<file path="config.mk">
export PLATFORM = sky130hd
export DESIGN_NAME = alu_regfile
export DESIGN_NICKNAME = d
export VERILOG_FILES = /design/src/rtl/alu_regfile.sv
export SDC_FILE = /design/constraint.sdc
export NUM_CORES = 1
export LEC_CHECK = 0
export CELL_PAD_IN_SITES_DETAIL_PLACEMENT = 0
export CELL_PAD_IN_SITES_GLOBAL_PLACEMENT = 1
export CORE_AREA = 4 4 97 118
export CTS_CLUSTER_DIAMETER = 150
export DETAILED_ROUTE_END_ITERATION = 6
export DIE_AREA = 0 0 101 122
export PLACE_DENSITY = 0.78
export SYNTH_ARGS = -nofsm -noshare
export SYNTH_HDL_FRONTEND = slang
export SYNTH_SLANG_ARGS = --single-unit
</file>
<file path="constraint.sdc">
create_clock -name i_clk -period 3.7 [get_ports i_clk]
set_clock_uncertainty 0.1 [all_clocks]
set_input_delay 0.37 -clock i_clk [delete_from_list [all_inputs] [get_ports i_clk]]
set_output_delay 0.37 -clock i_clk [all_outputs]
set_load 0.01 [all_outputs]
</file>
<file path="src/rtl/alu_regfile.sv">
// Register-file ALU: NREGS x WIDTH operand bank, 3-address valid/ready commands, carry/zero flags.
// Optional shift-add multiplier (opcode 11) enabled by defining ALU_MUL_EN.
module alu_regfile #(
  parameter int WIDTH = 8,
  parameter int NREGS = 4,
  localparam int AW = $clog2(NREGS)
) (
  input  logic             i_clk,
  input  logic             i_rst,
  input  logic             i_cmd_valid,
  output logic             o_cmd_ready,
  input  logic [3:0]       i_cmd_op,
  input  logic [AW-1:0]    i_cmd_dst,
  input  logic [AW-1:0]    i_cmd_srca,
  input  logic [AW-1:0]    i_cmd_srcb,
  input  logic [WIDTH-1:0] i_cmd_data,
  output logic             o_res_valid,
  output logic [WIDTH-1:0] o_res_data,
  output logic             o_flag_carry,
  output logic             o_flag_zero,
  output logic             o_cmd_err,
  output logic             o_busy
);

  localparam logic [3:0] OP_NOP  = 4'd0;
  localparam logic [3:0] OP_LOAD = 4'd1;
  localparam logic [3:0] OP_ADD  = 4'd2;
  localparam logic [3:0] OP_SUB  = 4'd3;
  localparam logic [3:0] OP_AND  = 4'd4;
  localparam logic [3:0] OP_OR   = 4'd5;
  localparam logic [3:0] OP_XOR  = 4'd6;
  localparam logic [3:0] OP_SHL  = 4'd7;
  localparam logic [3:0] OP_SHR  = 4'd8;
  localparam logic [3:0] OP_CMP  = 4'd9;
  localparam logic [3:0] OP_READ = 4'd10;

  logic [WIDTH-1:0] r_regs [NREGS];
  logic [WIDTH-1:0] r_res_data;
  logic             r_carry;
  logic             r_zero;
  logic             r_res_valid;
  logic             r_cmd_err;

  logic               w_accept;
  logic [WIDTH-1:0]   w_a;
  logic [WIDTH-1:0]   w_b;
  logic [WIDTH:0]     w_sum;
  logic [WIDTH:0]     w_diff;
  logic [2*WIDTH-1:0] w_shl;
  logic [2*WIDTH-1:0] w_shr;
  logic               w_zero_shift;
  logic               w_big_shift;
  logic [WIDTH-1:0]   w_result;
  logic               w_carry;
  logic               w_write;
  logic               w_flags;
  logic               w_pulse;
  logic               w_err;
  logic               w_mul_done;
  logic [WIDTH-1:0]   w_mul_lo;
  logic               w_mul_hi;
  logic [AW-1:0]      w_mul_dst;

  assign w_accept     = i_cmd_valid && o_cmd_ready;
  assign w_a          = r_regs[i_cmd_srca];
  assign w_b          = r_regs[i_cmd_srcb];
  assign w_sum        = {1'b0, w_a} + {1'b0, w_b};
  assign w_diff       = {1'b0, w_a} - {1'b0, w_b};
  // Shifting into a double-width window leaves the last bit shifted out at the window seam.
  assign w_shl        = {{WIDTH{1'b0}}, w_a} << w_b;
  assign w_shr        = {w_a, {WIDTH{1'b0}}} >> w_b;
  assign w_zero_shift = (w_b == {WIDTH{1'b0}});
  assign w_big_shift  = (32'(w_b) >= 32'(WIDTH));

`ifdef ALU_MUL_EN
  localparam logic [3:0] OP_MUL = 4'd11;
  localparam int CW = $clog2(WIDTH);
  localparam logic [CW-1:0] CNT_LAST = CW'(WIDTH - 1);

  typedef enum logic [0:0] {ST_IDLE = 1'b0, ST_MUL = 1'b1} state_t;
  state_t r_state;
  state_t w_state_next;

  logic               w_mul_start;
  logic [CW-1:0]      r_mul_cnt;
  logic [2*WIDTH-1:0] r_mul_acc;
  logic [2*WIDTH-1:0] r_mul_mcand;
  logic [WIDTH-1:0]   r_mul_mplier;
  logic [AW-1:0]      r_mul_dst;
  logic [2*WIDTH-1:0] w_acc_next;

  always_ff @(posedge i_clk) begin
    if (i_rst) r_state <= ST_IDLE;
    else       r_state <= w_state_next;
  end

  always_comb begin
    w_state_next = r_state;
    case (r_state)
      ST_IDLE: if (w_mul_start) w_state_next = ST_MUL;
               else             w_state_next = ST_IDLE;
      ST_MUL:  if (r_mul_cnt == CNT_LAST) w_state_next = ST_IDLE;
               else                       w_state_next = ST_MUL;
      default: w_state_next = ST_IDLE;
    endcase
  end

  // One shift-add step per cycle; operands and destination are captured at accept.
  always_ff @(posedge i_clk) begin
    if (i_rst) begin
      r_mul_cnt    <= '0;
      r_mul_acc    <= '0;
      r_mul_mcand  <= '0;
      r_mul_mplier <= '0;
      r_mul_dst    <= '0;
    end else if (w_mul_start) begin
      r_mul_cnt    <= '0;
      r_mul_acc    <= '0;
      r_mul_mcand  <= {{WIDTH{1'b0}}, w_a};
      r_mul_mplier <= w_b;
      r_mul_dst    <= i_cmd_dst;
    end else if (r_state == ST_MUL) begin
      r_mul_cnt    <= r_mul_cnt + CW'(1);
      r_mul_acc    <= w_acc_next;
      r_mul_mcand  <= r_mul_mcand << 1;
      r_mul_mplier <= r_mul_mplier >> 1;
    end
  end

  assign w_acc_next  = r_mul_acc + (r_mul_mplier[0] ? r_mul_mcand : {2*WIDTH{1'b0}});
  assign w_mul_done  = (r_state == ST_MUL) && (r_mul_cnt == CNT_LAST);
  assign w_mul_lo    = w_acc_next[WIDTH-1:0];
  assign w_mul_hi    = |w_acc_next[2*WIDTH-1:WIDTH];
  assign w_mul_dst   = r_mul_dst;
  assign o_cmd_ready = (r_state == ST_IDLE);
  assign o_busy      = (r_state == ST_MUL);
`else
  assign w_mul_done  = 1'b0;
  assign w_mul_lo    = {WIDTH{1'b0}};
  assign w_mul_hi    = 1'b0;
  assign w_mul_dst   = {AW{1'b0}};
  assign o_cmd_ready = 1'b1;
  assign o_busy      = 1'b0;
`endif

  always_comb begin
    w_result = {WIDTH{1'b0}};
    w_carry  = 1'b0;
    w_write  = 1'b0;
    w_flags  = 1'b0;
    w_pulse  = 1'b0;
    w_err    = 1'b0;
`ifdef ALU_MUL_EN
    w_mul_start = 1'b0;
`endif
    if (w_accept) begin
      case (i_cmd_op)
        OP_NOP:  w_err = 1'b0;
        OP_LOAD: begin w_result = i_cmd_data; w_write = 1'b1; w_pulse = 1'b1; end
        OP_ADD:  begin w_result = w_sum[WIDTH-1:0];  w_carry = w_sum[WIDTH];
                       w_write = 1'b1; w_flags = 1'b1; w_pulse = 1'b1; end
        OP_SUB:  begin w_result = w_diff[WIDTH-1:0]; w_carry = w_diff[WIDTH];
                       w_write = 1'b1; w_flags = 1'b1; w_pulse = 1'b1; end
        OP_AND:  begin w_result = w_a & w_b; w_write = 1'b1; w_flags = 1'b1; w_pulse = 1'b1; end
        OP_OR:   begin w_result = w_a | w_b; w_write = 1'b1; w_flags = 1'b1; w_pulse = 1'b1; end
        OP_XOR:  begin w_result = w_a ^ w_b; w_write = 1'b1; w_flags = 1'b1; w_pulse = 1'b1; end
        OP_SHL: begin
          if (w_zero_shift) begin
            w_result = w_a;
          end else if (w_big_shift) begin
            w_result = {WIDTH{1'b0}};
          end else begin
            w_result = w_shl[WIDTH-1:0];
            w_carry  = w_shl[WIDTH];
          end
          w_write = 1'b1; w_flags = 1'b1; w_pulse = 1'b1;
        end
        OP_SHR: begin
          if (w_zero_shift) begin
            w_result = w_a;
          end else if (w_big_shift) begin
            w_result = {WIDTH{1'b0}};
          end else begin
            w_result = w_shr[2*WIDTH-1:WIDTH];
            w_carry  = w_shr[WIDTH-1];
          end
          w_write = 1'b1; w_flags = 1'b1; w_pulse = 1'b1;
        end
        OP_CMP:  begin w_result = w_diff[WIDTH-1:0]; w_carry = w_diff[WIDTH];
                       w_flags = 1'b1; w_pulse = 1'b1; end
        OP_READ: begin w_result = w_a; w_pulse = 1'b1; end
`ifdef ALU_MUL_EN
        OP_MUL:  w_mul_start = 1'b1;
`endif
        default: w_err = 1'b1;
      endcase
    end else begin
      w_err = 1'b0;
    end
  end

  // Register bank, result and flags; a completing multiply cannot collide with an accept.
  always_ff @(posedge i_clk) begin
    if (i_rst) begin
      for (int i = 0; i < NREGS; i++) r_regs[i] <= '0;
      r_res_data  <= '0;
      r_carry     <= 1'b0;
      r_zero      <= 1'b0;
      r_res_valid <= 1'b0;
      r_cmd_err   <= 1'b0;
    end else begin
      r_res_valid <= w_pulse || w_mul_done;
      r_cmd_err   <= w_err;
      if (w_write) r_regs[i_cmd_dst] <= w_result;
      if (w_pulse) r_res_data <= w_result;
      if (w_flags) begin
        r_carry <= w_carry;
        r_zero  <= (w_result == {WIDTH{1'b0}});
      end
      if (w_mul_done) begin
        r_regs[w_mul_dst] <= w_mul_lo;
        r_res_data        <= w_mul_lo;
        r_carry           <= w_mul_hi;
        r_zero            <= (w_mul_lo == {WIDTH{1'b0}});
      end
    end
  end

  assign o_res_valid  = r_res_valid;
  assign o_res_data   = r_res_data;
  assign o_flag_carry = r_carry;
  assign o_flag_zero  = r_zero;
  assign o_cmd_err    = r_cmd_err;

endmodule

</file>
==> impl_metrics.py, run 1 <==
metrics = {
    "worst_setup_path": {
        "timing.rr.start": "r_regs[2][0]$_SDFFCE_PN0P_",
        "slowest_stage": "clkdlybuf4s50_1",
        "worst-setup-path-type": "input pin to flip-flop",
        "endpoint_kind": "flip-flop",
        "worst-path-buf-inv": 1,
        "worst_ep_arrival_time_ns": 3.43,
        "crit_chain": "clkdlybuf4s50_1, mux4_2, ha_4, fa_2, a21o_1, a21o_1, a41o_1, nor2_1, o21ai_1, a2111oi_2, o21a_1, nor2_1",
        "start_kind": "input pin",
        "startpoint": "i_cmd_srca[1]",
        "max_stage_delay_ns": 0.52,
        "cp_data_required_time_ns": 3.63,
        "cpLargestDelayFamily": "compound AO/OA/AOI/OAI gates",
        "path_max_fanout": 5,
    },
    "layout": {
        "final_common_cell": "buf_4",
        "finish.instance_area_um2": 5360,
        "final_nets": 610,
        "fillers": 976,
        "drive_above_1_share": 0.246,
        "layoutNonFillerInstCount": 693,
        "n_antenna_cell": 0,
        "area_growth_pct": 28.8,
        "multi_input_area_um2": 2740,
        "seqCellArea_um2": 1200,
        "final_cell_mix": "89 x buf_4, 53 x nor2_1, 42 x a21oi_1, 32 x nand2_1, 32 x edfxtp_1",
    },
    "route": {
        "wl_per_cell_um": 19.5,
        "vias_per_cell": 5.87,
        "first_pass_iters": 5,
        "drc": 0,
        "drt-total-wl_mm": 13.5,
        "drt-initial-drc-count": 244,
        "drt.antenna.violating_nets": 0,
        "vias": 4068,
    },
    "die": {
        "die_w_um": 101,
        "die_height_um": 122,
        "start_util": 0.404,
        "num_rows": 41,
        "num_io_pins": 35,
        "dieArea_um2": 12300,
        "core-area_um2": 10300,
    },
    "timing": {
        "setup_viol": 0,
        "grt_setup_unrepaired": "no",
        "fin_ws_ns": 0.203,
        "max_freq_ghz": 0.286,
        "hold_slack_ns": 0.360,
        "final-hold-violation-count": 0,
        "finalMaxSlewViolations": 0,
        "maxSlewHeadroom": 0.529,
        "fin_crit_ns": 3.50,
        "finalCritPeriodShare": 0.945,
        "tns_ns": 0,
        "tightest_slew_ns": 0.689,
    },
    "cts": {
        "cts_tree": "done",
        "cts_inserted_buffers": 5,
        "h-tree-depth": 2,
        "clk_latency_ns": 0.28,
        "clkTransAtPathRegs_ns": 0.05,
        "cts_root_buf": "clkbuf_16",
        "cts_buffer_depth": 2,
        "numClockSinks": 44,
    },
    "placed_design": {
        "place_inst": 684,
        "dp_hpwl_mm": 11.1,
        "postPlaceCellArea_um2": 5190,
        "routabilityCongestion": 0.956,
        "pre_cts_ws_ns": -0.454,
        "portBuffers": 32,
    },
    "global_routing": {
        "first_global_vias": 4155,
        "grt_max_degree": 25,
        "grt_pass1_wl_mm": 21.6,
        "gr-usage-all-layers": 0.224,
        "antenna_found_initial": 0,
        "grt_overflow": 0,
    },
    "synth": {
        "syn_area_um2": 4160,
        "seq_area_frac_synth": 0.288,
        "syn_nets": 513,
        "synth_cell_types": 75,
        "synth_warnings": 0,
        "ys_seq_elements": 44,
        "synth_top_area_cell": "edfxtp_1",
        "synthFlopType": "edfxtp_1",
        "async_flop_share": 0,
        "synth_cells": 466,
        "avgSynthCellArea_um2": 8.94,
        "yosys-top-cells-area": "edfxtp_1 23%, ha_1 7.2%, mux4_2 7.0%",
        "synth_top_area_frac": 0.231,
        "synth_edf_count": 32,
    },
    "worst_hold_path": {
        "hold_class": "flip-flop to flip-flop",
        "hp-start": "o_res_data[5]$_SDFFE_PP0P_",
    },
    "power": {
        "leakagePower_nw": 2.12,
        "power.density_nw_per_um2": 315,
        "ir_drop_v": 0.000425,
    },
    "job": {
        "maxCapViolCount": 0,
    },
    "status": {
        "outcome": "completed",
    },
}
-- state kept, by name (all words and copies together), names as in the netlist --
signal        flops
o_res_valid       1
o_cmd_err         1
o_flag_zero       1
o_res_data        8
r_regs           32
o_flag_carry      1
-- synthesized netlist by cell type, drive strengths merged, types with 3 or more instances --
cell / n
a2111oi: 5
a211oi: 5
a21o: 6
a21oi: 43
a221o: 3
a221oi: 4
a31oi: 4
and2: 4
buf: 9
clkbuf: 24
dfxtp: 12
edfxtp: 32
ha: 24
inv: 26
mux2: 3
mux2i: 14
mux4: 18
nand2: 32
nand2b: 17
nand3: 9
nand4: 3
nor2: 54
nor2b: 6
nor3: 12
nor3b: 3
nor4: 3
nor4b: 4
o211ai: 4
o21ai: 26
o311a: 3
o31ai: 7
or4: 3
-- layout make-up --
class,instances,share of cell area
inverter,27,0.0191
sequential,44,0.224
multi-input combinational,362,0.512
clock buffer,8,0.0273
timing repair buffer,123,0.188
tap,129,0.0301
-- power breakdown --
group          total, W  leakage [nW]  internal (W)  switching [W]
Clock          0.000429        0.0712      0.000269       0.000160
Combinational  0.000692          1.62      0.000322       0.000370
Sequential     0.000569         0.430      0.000555      0.0000142
-- final timing paths --
| check | end | slack, ns | cells after the start |
|---|---|---|---|
| max reg2reg | o_flag_zero$_SDFFE_PP0P_ | 0.25 | 14 |
| min | o_res_data[5]$_SDFFE_PP0P_ | 0.36 | 2 |
| min reg2reg | o_res_data[5]$_SDFFE_PP0P_ | 0.36 | 2 |
| max | r_regs[3][6]$_DFFE_PP_ | 0.20 | 12 |
-- per-layer routing --
layer / part of all wire / GRT usage / vias to the layer above
met3: 0.034 / 0.0115 / 41
li1: - / - / 1940
met4: 0.046 / 0.118 / 0
met2: 0.53 / 0.414 / 110
met1: 0.39 / 0.258 / 1977
met5: 0 / 0 / -
-- worst min-delay path: stages, from the launching register on --
cell     delay [ns]
dfxtp_1        0.31
nand2_1        0.05
a21oi_1        0.05
-- stage by stage --
step                utilization  total power, W
global placement          0.503         0.00124
finish                    0.520         0.00169
CTS                       0.520         0.00169
detailed placement        0.503         0.00125
floorplan                     -        0.000964
global route              0.520         0.00178
-- logic make-up after synthesis --
kind of cell,count (synthesis),share of synthesized area
mux,35,0.144
other cells,2,0.00180
compound gates,134,0.219
simple gates,163,0.200
xor+xnor,2,0.00421
fa+ha+maj,26,0.0817
flops,44,0.288
buf+inv,60,0.0610
-- repair_timing --
| item | in CTS | in global routing |
|---|---|---|
| hold buffers | 0 | 0 |
| pin swaps | 3 | 0 |
| buffers inserted | 1 | 0 |
| endpoints found under the setup margin | 23 | 3 |
| endpoints found under the hold margin | 0 | 0 |
| gates resized for setup | 9 | 6 |
(Power assumes the default switching activity.)
==> inputs of run 2 (changes only) <==
--- a/config.mk
+++ b/config.mk
@@ -5,6 +5,7 @@
 export SDC_FILE = /design/constraint.sdc
 export NUM_CORES = 1
 export LEC_CHECK = 0
+export CAP_MARGIN = 5
 export CELL_PAD_IN_SITES_DETAIL_PLACEMENT = 0
 export CELL_PAD_IN_SITES_GLOBAL_PLACEMENT = 1
 export CORE_AREA = 4 4 97 118
@@ -12,6 +13,7 @@
 export DETAILED_ROUTE_END_ITERATION = 6
 export DIE_AREA = 0 0 101 122
 export PLACE_DENSITY = 0.78
+export SLEW_MARGIN = 20
 export SYNTH_ARGS = -nofsm -noshare
 export SYNTH_HDL_FRONTEND = slang
 export SYNTH_SLANG_ARGS = --single-unit
==> results of run 2 <==
The final DEF is identical to that of run 1; final timing and power are the same.
==> inputs of run 3 (changes only) <==
--- a/config.mk
+++ b/config.mk
@@ -12,7 +12,7 @@
 export CTS_CLUSTER_DIAMETER = 150
 export DETAILED_ROUTE_END_ITERATION = 6
 export DIE_AREA = 0 0 101 122
-export PLACE_DENSITY = 0.78
+export PLACE_DENSITY = 0.83
 export SLEW_MARGIN = 20
 export SYNTH_ARGS = -nofsm -noshare
 export SYNTH_HDL_FRONTEND = slang
==> impl_metrics.py, run 3 (same netlist as run 1, synthesis figures left out) <==
metrics = {
    "status": {
        "outcome": "completed",
    },
    "worst_setup_path": {
        "r2r_cells": 11,
        "endpoint_kind": "flip-flop",
        "worst-setup-path-type": "input pin to flip-flop",
        "startpoint": "i_cmd_srcb[1]",
        "start_kind": "input pin",
        "path_max_fanout": 4,
        "reg2reg_slack_ns": 0.33,
        "timing.rr.start": "r_regs[3][0]$_DFFE_PP_",
        "worst_ep_arrival_time_ns": 3.60,
        "worstReg2RegEnd": "r_regs[2][6]$_SDFFCE_PN0P_",
        "cp_data_required_time_ns": 3.79,
    },
    "cts": {
        "clk_latency_ns": 0.29,
        "cts_root_buf": "clkbuf_16",
        "numClockSinks": 44,
        "h-tree-depth": 2,
        "cts_inserted_buffers": 5,
        "cts_buffer_depth": 2,
        "hold_buffers": 0,
        "cts_tree": "done",
        "clkTransAtPathRegs_ns": 0.06,
    },
    "die": {
        "num_io_pins": 35,
        "num_rows": 41,
        "dieArea_um2": 12300,
        "die_w_um": 101,
        "die_height_um": 122,
        "start_util": 0.404,
        "core-area_um2": 10300,
    },
    "power": {
        "power_frac_seq": 0.302,
        "leakagePower_nw": 2.20,
        "switchingPower_w": 0.000566,
        "internal-power_w": 0.00131,
        "power.density_nw_per_um2": 341,
        "swShare": 0.301,
        "p_clk_frac": 0.323,
        "combinationalPowerShare": 0.375,
        "ir_drop_v": 0.000351,
    },
    "global_routing": {
        "grt_pass1_wl_mm": 21.9,
        "first_global_vias": 4212,
        "grt_overflow": 0,
        "antenna_found_initial": 0,
        "grt_max_degree": 25,
        "gr-usage-all-layers": 0.228,
    },
    "placed_design": {
        "postPlaceCellArea_um2": 5280,
        "place_inst": 696,
        "routabilityCongestion": 1.02,
        "portBuffers": 32,
        "pre_cts_ws_ns": -0.379,
        "dp_hpwl_mm": 11.0,
    },
    "worst_hold_path": {
        "holdPathStages": 2,
        "holdPathEnd": "o_res_data[7]$_SDFFE_PP0P_",
        "hold_class": "flip-flop to flip-flop",
        "hp-start": "o_res_data[7]$_SDFFE_PP0P_",
    },
    "job": {
        "maxCapViolCount": 0,
    },
    "timing": {
        "setup_viol": 0,
        "final-hold-violation-count": 0,
        "finalMaxSlewViolations": 0,
        "fin_crit_ns": 3.51,
        "hold_slack_ns": 0.362,
        "finalCritPeriodShare": 0.949,
        "grt_setup_unrepaired": "no",
        "maxSlewHeadroom": 0.434,
        "fin_ws_ns": 0.188,
        "tightest_slew_ns": 0.847,
        "max_freq_ghz": 0.285,
    },
    "layout": {
        "final_cell_mix": "102 x buf_4, 54 x nor2_1, 42 x a21oi_1, 32 x nand2_1, 32 x edfxtp_1",
        "final_nets": 621,
        "top_register": "r_regs",
        "fillers": 930,
        "largest_reg_flops": 32,
        "n_antenna_cell": 0,
        "layoutNonFillerInstCount": 704,
        "drive_above_1_share": 0.261,
        "fin_util": 0.535,
        "final_common_cell": "buf_4",
        "finish.instance_area_um2": 5520,
        "area_growth_pct": 32.5,
    },
    "route": {
        "drt-initial-drc-count": 327,
        "wl_per_cell_um": 19.4,
        "drt.antenna.violating_nets": 0,
        "drt-total-wl_mm": 13.7,
        "vias": 4138,
        "first_pass_iters": 7,
        "vias_per_cell": 5.88,
        "drc": 0,
    },
}
run 3: changes by cell type in the layout (fill, tap and decap cells not counted), sizes merged:
cell and change:
dlymetal6s2s -1, buf +11, clkdlybuf4s15 +1, bufinv +2
clkdlybuf4s50 +1, clkbuf -3
run 3: area by class of cell:
type,count,area [µm²],share of cell area
Multi-Input combinational cell,362,2760,0.500
Sequential cell,44,1200,0.218
Timing Repair Buffer,134,1080,0.197
Tap cell,129,161,0.0293
Clock buffer,6,150,0.0272
Inverter,27,103,0.0186
Clock inverter,2,60.1,0.0109
run 3: timing repair:
action / 4_1_cts / 5_1_grt
setup buffers: 0 / 0
endpoints found under the hold margin: 0 / 0
gates resized for setup: 4 / 6
pin swaps: 2 / 0
endpoints found under the setup margin: 13 / 10
run 3: per-stage QoR:
stage	TNS (ns)	total power, W
after floorplan	0	0.000964
after global placement	-5.55	0.00125
after detailed placement	-7.30	0.00126
after CTS	0	0.00187
after global routing	0	0.00197
final	0	0.00188
run 3: power by group through the flow:
| stage | Combinational (W) | Sequential [W] | Clock (W) |
|---|---|---|---|
| floorplan | 0.000387 | 0.000578 | 0 |
| global placement | 0.000677 | 0.000575 | 0 |
| detailed placement | 0.000683 | 0.000578 | 0 |
| CTS | 0.000692 | 0.000568 | 0.000608 |
| global route | 0.000764 | 0.000571 | 0.000636 |
| finish | 0.000705 | 0.000568 | 0.000607 |
run 3: layer usage:
metal / GRT usage / vias to the layer above / routed length (µm)
met5: 0 / - / 0
met4: 0.142 / 0 / 830
met3: 0.0120 / 47 / 499
met2: 0.398 / 158 / 6900
met1: 0.272 / 1971 / 5440
li1: - / 1962 / -
run 3: how the worst max path moves through the flow:
stage | slack [ns] | to
after floorplan | 0.06 | r_regs[3][6]$_DFFE_PP_
after global placement | -0.31 | r_regs[3][6]$_DFFE_PP_
after detailed placement | -0.38 | r_regs[2][6]$_SDFFCE_PN0P_
after CTS | 0.14 | r_regs[0][7]$_SDFFCE_PN0P_
after global routing | 0.003 | o_flag_zero$_SDFFE_PP0P_
final | 0.19 | o_flag_zero$_SDFFE_PP0P_
run 3: critical path, cell delays in order:
cell,delay (ns)
clkdlybuf4s50_1,0.58
mux4_2,0.32
clkinv_2,0.09
buf_4,0.15
ha_1,0.16
o21ba_2,0.26
o21ai_0,0.11
a2111oi_1,0.41
o32ai_1,0.14
o31ai_1,0.30
o311a_1,0.25
nand4_1,0.14
o41ai_2,0.30
